## src/rtl/mips_decode_buffer_pkg.sv

```systemverilog
// mips_decode_buffer_pkg: control-bundle types, ALU/operand encodings and
// buffer state enum shared by the decode buffer and its decoder.
package mips_decode_buffer_pkg;

    localparam int unsigned INST_W = 32;

    // alu_op encodings
    localparam logic [2:0] ALU_ADD   = 3'd0;
    localparam logic [2:0] ALU_SUB   = 3'd1;
    localparam logic [2:0] ALU_AND   = 3'd2;
    localparam logic [2:0] ALU_OR    = 3'd3;
    localparam logic [2:0] ALU_XOR   = 3'd4;
    localparam logic [2:0] ALU_NOR   = 3'd5;
    localparam logic [2:0] ALU_SLT   = 3'd6;
    localparam logic [2:0] ALU_SHIFT = 3'd7;

    // alu_src2 encodings: rt register, sign/zero-extended imm, imm << 16
    localparam logic [1:0] SRC2_RT   = 2'd0;
    localparam logic [1:0] SRC2_SEXT = 2'd1;
    localparam logic [1:0] SRC2_ZEXT = 2'd2;
    localparam logic [1:0] SRC2_LUI  = 2'd3;

    // rd_src: destination from rd field (R-type) or rt field (I-type)
    localparam logic RD_FROM_RD = 1'b0;
    localparam logic RD_FROM_RT = 1'b1;

    typedef enum logic [1:0] {CT_NONE, CT_BRANCH, CT_JUMP, CT_JUMP_REG} control_type_t;
    typedef enum logic [2:0] {ST_NONE, ST_BYTE, ST_HALF, ST_WORD, ST_DWORD} mem_store_type_t;
    typedef enum logic [2:0] {LD_NONE, LD_BYTE, LD_HALF, LD_WORD, LD_DWORD} mem_load_type_t;
    typedef enum logic [1:0] {SLT_NONE, SLT_SIGNED, SLT_UNSIGNED} slt_type_t;
    typedef enum logic [1:0] {SH_NONE, SH_LL, SH_RL, SH_RA} shift_type_t;

    // [1]: truncate result to 32 bits and sign-extend; [0]: shift the low 32 bits of the source
    typedef logic [1:0] alu_cut_t;

    typedef struct packed {
        logic [2:0]      alu_op;
        logic            writeenable;
        logic            rd_src;
        logic [1:0]      alu_src2;
        control_type_t   control_type;
        mem_store_type_t mem_store_type;
        mem_load_type_t  mem_load_type;
        slt_type_t       slt_type;
        alu_cut_t        cut_alu_out32;
        shift_type_t     shift_type;
        logic            shift_var;
        logic            shift_plus32;
        logic            is_mfc0;
        logic            is_mtc0;
        logic            is_eret;
        logic            is_beq;
        logic            is_bne;
        logic            is_bc;
        logic            signed_byte;   // sign-extend sub-word (byte/half) load
        logic            signed_word;   // sign-extend 32-bit word load
        logic            ignore_overflow;
    } decode_ctrl_t;

    typedef enum logic {RUN, HALT} dbuf_state_t;

    // Shift direction from the low two funct bits shared by all shift encodings
    function automatic shift_type_t shift_of(input logic [1:0] f);
        case (f)
            2'b00:   return SH_LL;
            2'b10:   return SH_RL;
            2'b11:   return SH_RA;
            default: return SH_NONE;
        endcase
    endfunction

endpackage

```

## src/rtl/mips_define.sv

```systemverilog
// mips_define: MIPS opcode, funct and COP0 field encodings used by the decoder.
package mips_define;

    // Primary opcodes (inst[31:26])
    localparam logic [5:0] OP_SPECIAL = 6'h00;
    localparam logic [5:0] OP_REGIMM  = 6'h01;
    localparam logic [5:0] OP_J       = 6'h02;
    localparam logic [5:0] OP_JAL     = 6'h03;
    localparam logic [5:0] OP_BEQ     = 6'h04;
    localparam logic [5:0] OP_BNE     = 6'h05;
    localparam logic [5:0] OP_ADDI    = 6'h08;
    localparam logic [5:0] OP_ADDIU   = 6'h09;
    localparam logic [5:0] OP_SLTI    = 6'h0A;
    localparam logic [5:0] OP_SLTIU   = 6'h0B;
    localparam logic [5:0] OP_ANDI    = 6'h0C;
    localparam logic [5:0] OP_ORI     = 6'h0D;
    localparam logic [5:0] OP_XORI    = 6'h0E;
    localparam logic [5:0] OP_LUI     = 6'h0F;
    localparam logic [5:0] OP_COP0    = 6'h10;
    localparam logic [5:0] OP_DADDI   = 6'h18;
    localparam logic [5:0] OP_DADDIU  = 6'h19;
    localparam logic [5:0] OP_LB      = 6'h20;
    localparam logic [5:0] OP_LH      = 6'h21;
    localparam logic [5:0] OP_LW      = 6'h23;
    localparam logic [5:0] OP_LBU     = 6'h24;
    localparam logic [5:0] OP_LHU     = 6'h25;
    localparam logic [5:0] OP_LWU     = 6'h27;
    localparam logic [5:0] OP_SB      = 6'h28;
    localparam logic [5:0] OP_SH      = 6'h29;
    localparam logic [5:0] OP_SW      = 6'h2B;
    localparam logic [5:0] OP_LD      = 6'h37;
    localparam logic [5:0] OP_SD      = 6'h3F;

    // SPECIAL funct codes (inst[5:0])
    localparam logic [5:0] FN_SLL    = 6'h00;
    localparam logic [5:0] FN_SRL    = 6'h02;
    localparam logic [5:0] FN_SRA    = 6'h03;
    localparam logic [5:0] FN_SLLV   = 6'h04;
    localparam logic [5:0] FN_SRLV   = 6'h06;
    localparam logic [5:0] FN_SRAV   = 6'h07;
    localparam logic [5:0] FN_JR     = 6'h08;
    localparam logic [5:0] FN_JALR   = 6'h09;
    localparam logic [5:0] FN_ADD    = 6'h20;
    localparam logic [5:0] FN_ADDU   = 6'h21;
    localparam logic [5:0] FN_SUB    = 6'h22;
    localparam logic [5:0] FN_SUBU   = 6'h23;
    localparam logic [5:0] FN_AND    = 6'h24;
    localparam logic [5:0] FN_OR     = 6'h25;
    localparam logic [5:0] FN_XOR    = 6'h26;
    localparam logic [5:0] FN_NOR    = 6'h27;
    localparam logic [5:0] FN_SLT    = 6'h2A;
    localparam logic [5:0] FN_SLTU   = 6'h2B;
    localparam logic [5:0] FN_DADD   = 6'h2C;
    localparam logic [5:0] FN_DADDU  = 6'h2D;
    localparam logic [5:0] FN_DSUB   = 6'h2E;
    localparam logic [5:0] FN_DSLL   = 6'h38;
    localparam logic [5:0] FN_DSRL   = 6'h3A;
    localparam logic [5:0] FN_DSLL32 = 6'h3C;
    localparam logic [5:0] FN_DSRL32 = 6'h3E;

    // REGIMM rt codes and COP0 rs / funct codes
    localparam logic [4:0] RT_BLTZ = 5'h00;
    localparam logic [4:0] RT_BGEZ = 5'h01;
    localparam logic [4:0] RS_MF   = 5'h00;
    localparam logic [4:0] RS_MT   = 5'h04;
    localparam logic [5:0] FN_ERET = 6'h18;

endpackage

```

## src/rtl/mips_decode_core.sv

```systemverilog
// mips_decode_core: combinational MIPS decoder, inst -> {decode_ctrl_t, except}.
// Ports: inst (32-bit raw word), ctrl (control bundle, zero when except), except
// (unrecognised encoding, or 64-bit op when XLEN=32).
module mips_decode_core
    import mips_define::*;
    import mips_decode_buffer_pkg::*;
#(
    parameter int unsigned XLEN = 64
) (
    input  logic [31:0]  inst,
    output decode_ctrl_t ctrl,
    output logic         except
);

    localparam logic     IS64      = (XLEN == 64);
    localparam alu_cut_t CUT_ARITH = IS64 ? 2'b10 : 2'b00;
    localparam alu_cut_t CUT_SHIFT = IS64 ? 2'b11 : 2'b00;

    logic [5:0] opcode;
    logic [5:0] funct;
    logic [4:0] rs;
    logic [4:0] rt;

    assign opcode = inst[31:26];
    assign rs     = inst[25:21];
    assign rt     = inst[20:16];
    assign funct  = inst[5:0];

    decode_ctrl_t c;
    logic         illegal;
    logic         dop;

    // Field decode; dop marks 64-bit-only operations
    always_comb begin
        c       = '0;
        illegal = 1'b0;
        dop     = 1'b0;
        case (opcode)
            OP_SPECIAL: begin
                c.writeenable = 1'b1;
                c.rd_src      = RD_FROM_RD;
                case (funct)
                    FN_SLL, FN_SRL, FN_SRA, FN_SLLV, FN_SRLV, FN_SRAV: begin
                        c.alu_op        = ALU_SHIFT;
                        c.shift_type    = shift_of(funct[1:0]);
                        c.shift_var     = funct[2];
                        c.cut_alu_out32 = CUT_SHIFT;
                    end
                    FN_DSLL, FN_DSRL, FN_DSLL32, FN_DSRL32: begin
                        dop            = 1'b1;
                        c.alu_op       = ALU_SHIFT;
                        c.shift_type   = shift_of(funct[1:0]);
                        c.shift_plus32 = funct[2];
                    end
                    FN_JR: begin
                        c.writeenable  = 1'b0;
                        c.control_type = CT_JUMP_REG;
                    end
                    FN_JALR: c.control_type = CT_JUMP_REG;
                    FN_ADD, FN_ADDU: begin
                        c.alu_op          = ALU_ADD;
                        c.cut_alu_out32   = CUT_ARITH;
                        c.ignore_overflow = funct[0];
                    end
                    FN_SUB, FN_SUBU: begin
                        c.alu_op          = ALU_SUB;
                        c.cut_alu_out32   = CUT_ARITH;
                        c.ignore_overflow = funct[0];
                    end
                    FN_DADD, FN_DADDU: begin
                        dop               = 1'b1;
                        c.alu_op          = ALU_ADD;
                        c.ignore_overflow = funct[0];
                    end
                    FN_DSUB: begin
                        dop      = 1'b1;
                        c.alu_op = ALU_SUB;
                    end
                    FN_AND:  c.alu_op = ALU_AND;
                    FN_OR:   c.alu_op = ALU_OR;
                    FN_XOR:  c.alu_op = ALU_XOR;
                    FN_NOR:  c.alu_op = ALU_NOR;
                    FN_SLT: begin
                        c.alu_op   = ALU_SLT;
                        c.slt_type = SLT_SIGNED;
                    end
                    FN_SLTU: begin
                        c.alu_op   = ALU_SLT;
                        c.slt_type = SLT_UNSIGNED;
                    end
                    default: illegal = 1'b1;
                endcase
                // all-zero word is the canonical NOP: legal, no writeback
                if (inst == 32'h0) c.writeenable = 1'b0;
            end
            OP_REGIMM: begin
                if (rt == RT_BLTZ || rt == RT_BGEZ) begin
                    c.control_type = CT_BRANCH;
                    c.is_bc        = 1'b1;
                end else begin
                    illegal = 1'b1;
                end
            end
            OP_J:   c.control_type = CT_JUMP;
            OP_JAL: begin
                c.control_type = CT_JUMP;
                c.writeenable  = 1'b1;
            end
            OP_BEQ, OP_BNE: begin
                c.control_type = CT_BRANCH;
                c.alu_op       = ALU_SUB;
                c.is_beq       = ~opcode[0];
                c.is_bne       = opcode[0];
            end
            OP_ADDI, OP_ADDIU, OP_DADDI, OP_DADDIU: begin
                dop               = opcode[4];
                c.writeenable     = 1'b1;
                c.rd_src          = RD_FROM_RT;
                c.alu_src2        = SRC2_SEXT;
                c.alu_op          = ALU_ADD;
                c.cut_alu_out32   = opcode[4] ? 2'b00 : CUT_ARITH;
                c.ignore_overflow = opcode[0];
            end
            OP_SLTI, OP_SLTIU: begin
                c.writeenable = 1'b1;
                c.rd_src      = RD_FROM_RT;
                c.alu_src2    = SRC2_SEXT;
                c.alu_op      = ALU_SLT;
                c.slt_type    = opcode[0] ? SLT_UNSIGNED : SLT_SIGNED;
            end
            OP_ANDI, OP_ORI, OP_XORI: begin
                c.writeenable = 1'b1;
                c.rd_src      = RD_FROM_RT;
                c.alu_src2    = SRC2_ZEXT;
                c.alu_op      = (opcode == OP_ANDI) ? ALU_AND :
                                (opcode == OP_ORI)  ? ALU_OR  : ALU_XOR;
            end
            OP_LUI: begin
                c.writeenable = 1'b1;
                c.rd_src      = RD_FROM_RT;
                c.alu_src2    = SRC2_LUI;
                c.alu_op      = ALU_ADD;
            end
            OP_COP0: begin
                if (rs == RS_MF) begin
                    c.is_mfc0     = 1'b1;
                    c.writeenable = 1'b1;
                    c.rd_src      = RD_FROM_RT;
                end else if (rs == RS_MT) begin
                    c.is_mtc0 = 1'b1;
                end else if (rs[4] && funct == FN_ERET) begin
                    c.is_eret = 1'b1;
                end else begin
                    illegal = 1'b1;
                end
            end
            OP_LB, OP_LH, OP_LW, OP_LBU, OP_LHU, OP_LWU, OP_LD: begin
                dop               = (opcode == OP_LWU) || (opcode == OP_LD);
                c.writeenable     = 1'b1;
                c.rd_src          = RD_FROM_RT;
                c.alu_src2        = SRC2_SEXT;
                c.alu_op          = ALU_ADD;
                c.ignore_overflow = 1'b1;
                c.mem_load_type   = (opcode == OP_LB || opcode == OP_LBU) ? LD_BYTE :
                                    (opcode == OP_LH || opcode == OP_LHU) ? LD_HALF :
                                    (opcode == OP_LD)                     ? LD_DWORD : LD_WORD;
                c.signed_byte     = (opcode == OP_LB) || (opcode == OP_LH);
                c.signed_word     = (opcode == OP_LW);
            end
            OP_SB, OP_SH, OP_SW, OP_SD: begin
                dop               = (opcode == OP_SD);
                c.alu_src2        = SRC2_SEXT;
                c.alu_op          = ALU_ADD;
                c.ignore_overflow = 1'b1;
                c.mem_store_type  = (opcode == OP_SB) ? ST_BYTE :
                                    (opcode == OP_SH) ? ST_HALF :
                                    (opcode == OP_SD) ? ST_DWORD : ST_WORD;
            end
            default: illegal = 1'b1;
        endcase
    end

    // Excepting instructions carry no enables downstream
    always_comb begin
        except = illegal || (dop && !IS64);
        ctrl   = except ? decode_ctrl_t'('0) : c;
    end

endmodule

```

## src/rtl/mips_decode_buffer.sv

```systemverilog
// mips_decode_buffer: decode-stage FIFO between fetch and ID/EX. Queues
// {inst, pc}, decodes the head entry and offers it over valid/ready. Popping an
// excepting instruction or ERET halts the stage until flush.
// Ports: clock, reset (sync, active-high); in_valid/in_ready/in_inst/in_pc
// (fetch side); flush; out_valid/out_ready/out_inst/out_pc/out_ctrl/out_except
// (head, combinational); count; stat_decoded/stat_except.
// Optional: define MIPS_DECODE_STATS_EN to build the pop/exception counters;
// otherwise both stat ports read 0.
module mips_decode_buffer
    import mips_decode_buffer_pkg::*;
#(
    parameter int unsigned DEPTH = 4,
    parameter int unsigned XLEN  = 64
) (
    input  logic                       clock,
    input  logic                       reset,
    input  logic                       in_valid,
    output logic                       in_ready,
    input  logic [31:0]                in_inst,
    input  logic [XLEN-1:0]            in_pc,
    input  logic                       flush,
    output logic                       out_valid,
    input  logic                       out_ready,
    output logic [31:0]                out_inst,
    output logic [XLEN-1:0]            out_pc,
    output decode_ctrl_t               out_ctrl,
    output logic                       out_except,
    output logic [$clog2(DEPTH+1)-1:0] count,
    output logic [31:0]                stat_decoded,
    output logic [31:0]                stat_except
);

    localparam int unsigned PTR_W = $clog2(DEPTH);
    localparam int unsigned CNT_W = $clog2(DEPTH + 1);

    if (XLEN != 32 && XLEN != 64) begin : g_bad_xlen
        $error("mips_decode_buffer: XLEN must be 32 or 64");
    end
    if (DEPTH < 2 || (DEPTH & (DEPTH - 1)) != 0) begin : g_bad_depth
        $error("mips_decode_buffer: DEPTH must be a power of two >= 2");
    end

    logic [31:0]      inst_mem [DEPTH];
    logic [XLEN-1:0]  pc_mem   [DEPTH];
    logic [PTR_W-1:0] rd_ptr_q;
    logic [PTR_W-1:0] wr_ptr_q;
    logic [CNT_W-1:0] count_q;
    dbuf_state_t      state_q;
    dbuf_state_t      state_d;
    logic             enter_halt;
    logic             push;
    logic             pop;
    decode_ctrl_t     head_ctrl;
    logic             head_except;

    // Handshakes; in_ready deliberately ignores out_ready
    assign in_ready  = (state_q == RUN) && (count_q != CNT_W'(DEPTH));
    assign out_valid = (state_q == RUN) && (count_q != '0);
    assign push      = in_valid && in_ready;
    assign pop       = out_valid && out_ready;
    assign count     = count_q;

    // Head entry and its decode
    assign out_inst = inst_mem[rd_ptr_q];
    assign out_pc   = pc_mem[rd_ptr_q];

    mips_decode_core #(.XLEN(XLEN)) u_decode (
        .inst   (out_inst),
        .ctrl   (head_ctrl),
        .except (head_except)
    );

    assign out_ctrl   = out_valid ? head_ctrl : decode_ctrl_t'('0);
    assign out_except = out_valid && head_except;

    // State register
    always_ff @(posedge clock) begin
        if (reset) state_q <= RUN;
        else       state_q <= state_d;
    end

    // Next state: except/ERET pop halts; flush always returns to RUN
    always_comb begin
        state_d    = state_q;
        enter_halt = 1'b0;
        case (state_q)
            RUN: begin
                if (pop && (head_except || head_ctrl.is_eret)) begin
                    state_d    = HALT;
                    enter_halt = 1'b1;
                end
            end
            HALT: state_d = HALT;
        endcase
        if (flush) begin
            state_d    = RUN;
            enter_halt = 1'b0;
        end
    end

    // Pointers and occupancy; flush and halt entry discard everything queued
    always_ff @(posedge clock) begin
        if (reset || flush || enter_halt) begin
            rd_ptr_q <= '0;
            wr_ptr_q <= '0;
            count_q  <= '0;
        end else begin
            if (push) wr_ptr_q <= wr_ptr_q + PTR_W'(1);
            if (pop)  rd_ptr_q <= rd_ptr_q + PTR_W'(1);
            count_q <= count_q + CNT_W'(push) - CNT_W'(pop);
        end
    end

    // Entry storage
    always_ff @(posedge clock) begin
        if (push) begin
            inst_mem[wr_ptr_q] <= in_inst;
            pc_mem[wr_ptr_q]   <= in_pc;
        end
    end

`ifdef MIPS_DECODE_STATS_EN
    logic [31:0] stat_decoded_q;
    logic [31:0] stat_except_q;

    // Handed-downstream counters; a flushed pop does not count
    always_ff @(posedge clock) begin
        if (reset) begin
            stat_decoded_q <= '0;
            stat_except_q  <= '0;
        end else if (pop && !flush) begin
            stat_decoded_q <= stat_decoded_q + 32'd1;
            if (out_except) stat_except_q <= stat_except_q + 32'd1;
        end
    end

    assign stat_decoded = stat_decoded_q;
    assign stat_except  = stat_except_q;
`else
    assign stat_decoded = '0;
    assign stat_except  = '0;
`endif

endmodule

```

## config.mk

```make
export PLATFORM = sky130hd
export DESIGN_NAME = mips_decode_buffer
export DESIGN_NICKNAME = d
export VERILOG_FILES = /design/src/rtl/mips_decode_buffer_pkg.sv /design/src/rtl/mips_define.sv /design/src/rtl/mips_decode_core.sv /design/src/rtl/mips_decode_buffer.sv
export SDC_FILE = /design/constraint.sdc
export NUM_CORES = 1
export LEC_CHECK = 0
export BUFFER_PORTS_ARGS = -buffer_cell sky130_fd_sc_hd__buf_2
export CORE_MARGIN = 2
export CORE_UTILIZATION = 50
export DETAILED_ROUTE_END_ITERATION = 16
export HOLD_SLACK_MARGIN = 0.08
export PLACE_DENSITY = 0.8
export SYNTH_ARGS = -nofsm -noshare
export SYNTH_HDL_FRONTEND = slang
export SYNTH_HIERARCHICAL = 1
export SYNTH_SLANG_ARGS = --single-unit
```

## constraint.sdc

```tcl
create_clock -name clock -period 3.3 [get_ports clock]
set_input_delay 0 -clock clock [delete_from_list [all_inputs] [get_ports clock]]
set_output_delay 0 -clock clock [all_outputs]
set_load 0.02 [all_outputs]
```

# == Yosys cells after proc, flatten, opt, wreduce, memory -nomap -nowiden ==
# Memories as Yosys holds them, arrays and structs flattened. A register that Yosys moved wholly into a read port is not among the register bits.
# Cells that the tools add are included.
# word_totals
regBits,8
ramBits,384
output_inout_bits,198
memories,2
# op_classes
addsub,4
n_eq_ne,57
n_mux,62
bitwise,2
reduce_logical,43
# memory_table
memory,depth,width,rd,rd_clocked_by_memory_dff,write_ports,line,source
pc_mem,4,64,1,1,1,mips_decode_buffer.sv:44,logic [XLEN-1:0] pc_mem [DEPTH];
inst_mem,4,32,1,1,1,mips_decode_buffer.sv:43,logic [31:0] inst_mem [DEPTH];
# ops
cell,n
6-bit == test (second input constant),28
32-bit two-way mux,2
6-bit by 4-bit == test with 1-bit output (second input constant),10
25-bit OR reduction,2
17-bit OR reduction,2
3-bit two-way mux,11
32-bit zero test,1
6-bit by 3-bit == test with 1-bit output (second input constant),5
6-bit by 2-bit == test with 1-bit output (second input constant),4
6-bit by 5-bit == test with 1-bit output (second input constant),4
2-bit two-way mux,12
1-bit two-way mux,22
3-bit one-hot mux with 7 select lines,1
18-bit OR reduction,1
2-bit one-hot mux with 2 select lines,4
4-bit OR reduction,4
6-bit zero test,2
2-bit one-hot mux with 3 select lines,2
3-bit one-hot mux with 4 select lines,1
2-bit OR reduction,6
6-bit OR reduction,2
11-bit OR reduction,1
5-bit zero test,2
10-bit OR reduction,1
20 further kinds,38

# == Depth between registers and ports, before layout ==
# logic_depth
ltp_word,14
mapped_depth,14
depth_no_buf,11

# == Hierarchy ==
# Netlist, hierarchy kept.
# modules_own_cells
mod,instances,cells_each,area_per_inst_um2,seq_area_each_um2
mips_decode_buffer,1,662,15109.5,11731.3
mips_decode_core,1,175,1081.0,0.0

# == Worst setup path before layout ==
# Ideal clock, no wire load.
# synth_timing
path_type,reg-to-reg
startpoint,"register count_q[1], in the netlist count[1]"
endpoint,"memory inst_mem[0][0], enable pin"
setup_ns,0.466
arrival_time_ns,3.485
t_required_ns,2.834
slack_ns,-0.652
stages_incl_launch_ff,4
n_path_buf,0
path_cell_list,dfxtp_1 -> nor3b_2 -> nor2_1 -> and3_1
# synth_via
elab_chain_len,5
# synth_rtl
item,line,source
start: declaration,mips_decode_buffer.sv:47,logic [CNT_W-1:0] count_q;
start signal: assignment,mips_decode_buffer.sv:110,count_q <= count_q + CNT_W'(push) - CNT_W'(pop);
3-bit != test,mips_decode_buffer.sv:57,assign in_ready = (state_q == RUN) && (count_q != CNT_W'(DEPTH));
1-bit logical AND,mips_decode_buffer.sv:57,
named net in_ready,mips_decode_buffer.sv:18,"output logic in_ready,"
1-bit logical AND,mips_decode_buffer.sv:59,assign push = in_valid && in_ready;
1-bit two-way mux,mips_decode_buffer.sv:116,if (push) begin
1-bit two-way mux (not written as such),mips_decode_buffer.sv:117,inst_mem[wr_ptr_q] <= in_inst;
end: declaration,mips_decode_buffer.sv:43,
# The timed path passes the listed nets, and every way through them passes these cells.

==> impl_metrics.ini <==
[detailed_routing]
wl_met1_um = 13400
wl_um = 34100
antenna_left = 0
drtIter0Drc = 493
remaining_drc_errors = 0
avgViaCountPerCell = 5.44
drt_first_pass_iters = 4
route.met3.wl_um = 3010
met2_length_um = 17100
routed_wire_length_per_instance_um = 20.7
num_vias = 8973
route.top_layer_used = met4

[run]
max-cap-violations = 0

[final_layout]
final_layout_size_suffix_gt1_share_pct = 36.8
final_nets = 1330
syn2layout_area_growth_pct = 24.0
finalInstanceArea_um2 = 20100
nFillCells = 2205

[die]
design.portCount = 299
row_count = 65
core_area_um2 = 31700
initial_core_util_pct = 51.0
die_x_um = 184
die_area_um2 = 33800
die-height_um = 184

[timing]
slew_headroom_pct = 42.6
setup_violations = 0
timing.final.ws_setup_ns = 0.167
finalCritPeriodShare_pct = 94.9
timing_worst_slew_pin_value_ns = 0.859
hold_violations = 0
timing.clock.skew_ns = 0.0150
max_clock_freq_mhz = 319
slew_violations = 0
timing.hold.ws_ns = 0.227
fin_tns_setup_ns = 0
period_minus_slack_ns = 3.13
setup_repair_after_global_routing_missed_its_margin = false

[synth]
netlist_area_um2 = 16200
synthesis.instances = 837
postSynth.asyncResetShare_pct = 0
count_of_flip_flops_with_a_built_in_enable_after_synthesis = 384
yosysTopAreaCell = edfxtp_1
synthMostInstantiatedCell = edfxtp_1
warnings_from_yosys = 6
synthDominantCellAreaShare_pct = 71.2
dominant_register_cell_in_the_synthesized_netlist = edfxtp_1
largest_cells_by_area_after_synthesis = edfxtp_1 71%, mux4_2 13%, buf_4 3.0%, and2_1 1.4%, dfxtp_1 1.2%
synthTopCellsByCount = 384 x edfxtp_1, 96 x mux4_2, 64 x buf_4
synth.lib_cells_used.distinct = 67
yosysSeqAreaShare_pct = 72.5
avgSynthCellArea_um2 = 19.3
synth_seq_cells = 394

[placed_design]
port_buffers = 234
place.gp.congestion = 0.934
postPlaceCellArea_um2 = 17700
dp.final_hpwl_um = 20900
pre_cts_ws_ns = 0.0578

[worst_setup_path]
timing.critical_path.arrival_ns = 3.13
path_common_cell = buf_4
reg2reg_slack_ns = 0.21
cp-start-kind = flop
path_delay_family = compound AO/OA/AOI/OAI gates
endpoint_kind_of_the_worst_setup_timing_path = primary output
worstPathCellList = buf_4 -> mux4_2 -> buf_4 -> and3_1 -> o22a_1 -> a21oi_2 -> o21ai_1 -> a32o_1 -> and2_1 -> buf_2
worst_r2r_endpoint = wr_ptr_q[1]
setup.worst_path.class = flop to primary output
cp_num_buf_inv = 3
cp_required_ns = 3.30
critPathSlowestCell = mux4_2
cp_slowest_stage_delay_ns = 0.55
worstPathMaxFanout = 9
r2r_cells = 12

[worst_hold_path]
min_path_cells = 2
hold_path_end = pc_mem[2][43]
hp-start = in_pc[43]
holdCritPathClass = input port to flop

[grt]
grt_total_ovfl = 0
global_route_wire_length_before_repair_um = 52800
first_global_vias = 9328
overall_global_routing_usage_pct = 20.5
antenna_found_initial = 3
pin_count_of_the_biggest_net_entering_global_routing = 97

[clock_tree]
clkLatencyLatePin_ns = 0.52
cts_buffer_depth = 3
clk_transition_reported_paths_ns = 0.06
cts_buffers = 40
cts-htree-levels = 2
cts_tree = yes
root_buffer = clkbuf_16
clock_sink_count = 394

[power]
power_mw = 11.0
vdd_drop_max_mv = 0.498
power.density_cell_area_nw_per_um2 = 549
leakage_nw = 7.13

[run_status]
outcome = finished clean
[layout make-up]
type / instances / area, µm² / area share, %
Clock buffer: 49 / 1060 / 5.26
Timing Repair Buffer: 380 / 2590 / 12.9
Inverter: 11 / 41.3 / 0.206
Antenna cell: 4 / 10.0 / 0.0499
Tap cell: 402 / 503 / 2.51
Clock inverter: 20 / 154 / 0.767
Multi-Input combinational cell: 390 / 3980 / 19.8
Sequential cell: 394 / 11700 / 58.5
[per-stage QoR]
stage / utilization [%] / std cells
floorplan: - / 900
global placement: 55.9 / 1469
detailed placement: 55.9 / 1469
CTS: 63.0 / 1641
global route: 63.3 / 1650
finish: 63.3 / 1650
[kinds of logic after synthesis]
logic type | Yosys count | synth area share [%]
muxes | 97 | 13.4
xor gates and xnor gates | 3 | 0.162
adders and majority gates | 12 | 0.974
other | 1 | 0.0232
AOI/OAI and AO/OA | 55 | 2.53
buffers and inverters | 116 | 4.70
DFF | 394 | 72.5
and+or+nand+nor | 159 | 5.74
[how the worst max path moves through the flow]
stage | startpoint | endpoint | slack (ns) | cells after the start
2_1_floorplan | flop | flop | 0.10 | 14
3_3_place_gp | flop | wr_ptr_q[1] | 0.13 | 10
3_5_place_dp | flop | rd_ptr_q[0] | 0.06 | 11
4_1_cts | flop | out_ctrl[12] | 0.01 | 9
5_1_grt | flop | flop | 0.006 | 10
6_report | flop | out_ctrl[30] | 0.17 | 10
[sequential cells by signal (all words and copies together), names as in the netlist, named ones only]
signal,cells
count,3
inst_mem,128
pc_mem,256
rd_ptr_q,2
state_q,1
wr_ptr_q,2
[worst reg2reg max path, cell delays in order (launching register included)]
cell	delay (ns)
dfxtp_4	0.39
mux4_2	0.43
inv_1	0.08
ha_1	0.26
buf_4	0.19
nor4_4	0.30
o32ai_2	0.15
a21oi_2	0.14
o2111ai_2	0.13
o2111ai_2	0.18
nor2_1	0.12
o31ai_2	0.40
o21ba_2	0.22
[layer usage]
layer,track usage [%],vias up
li1,-,3999
met1,26.1,4502
met2,35.2,423
met3,5.57,49
met4,4.67,0
met5,0,-
[cell usage in the layout (no fill, tap or decap), drive strengths merged, types with 5 or more instances in the layout]
cell	Yosys	routed
dlygate4sd3	0	101
and2	35	35
o31a	5	5
nand3	5	5
nor4	9	9
buf	95	279
or3	5	5
edfxtp	384	384
nor3	18	18
clkbuf	10	49
clkinv	0	14
mux4	96	96
dfxtp	10	10
and3	6	6
nor2b	7	7
ha	11	11
inv	11	13
nor2	30	30
nand2b	6	6
a21oi	6	6
conb	1	64
o21ai	15	15
nand2	24	24
[where the power goes]
| group | switching [mW] | internal, mW | leakage, nW |
|---|---|---|---|
| sequential | 0.0421 | 5.66 | 3.61 |
| clock | 1.73 | 2.43 | 0.584 |
| combinational | 0.710 | 0.455 | 2.94 |
| total | 2.48 | 8.54 | 7.13 |
[repair_timing]
action                                  in CTS  in global routing
gates resized for setup                      1                 10
hold buffers                               101                  0
pin swaps                                    0                  1
setup buffers                                2                  5
endpoints found under the setup margin       6                  9
hold endpoints to repair                   394                  0
Power figures use the tool's default switching activity.
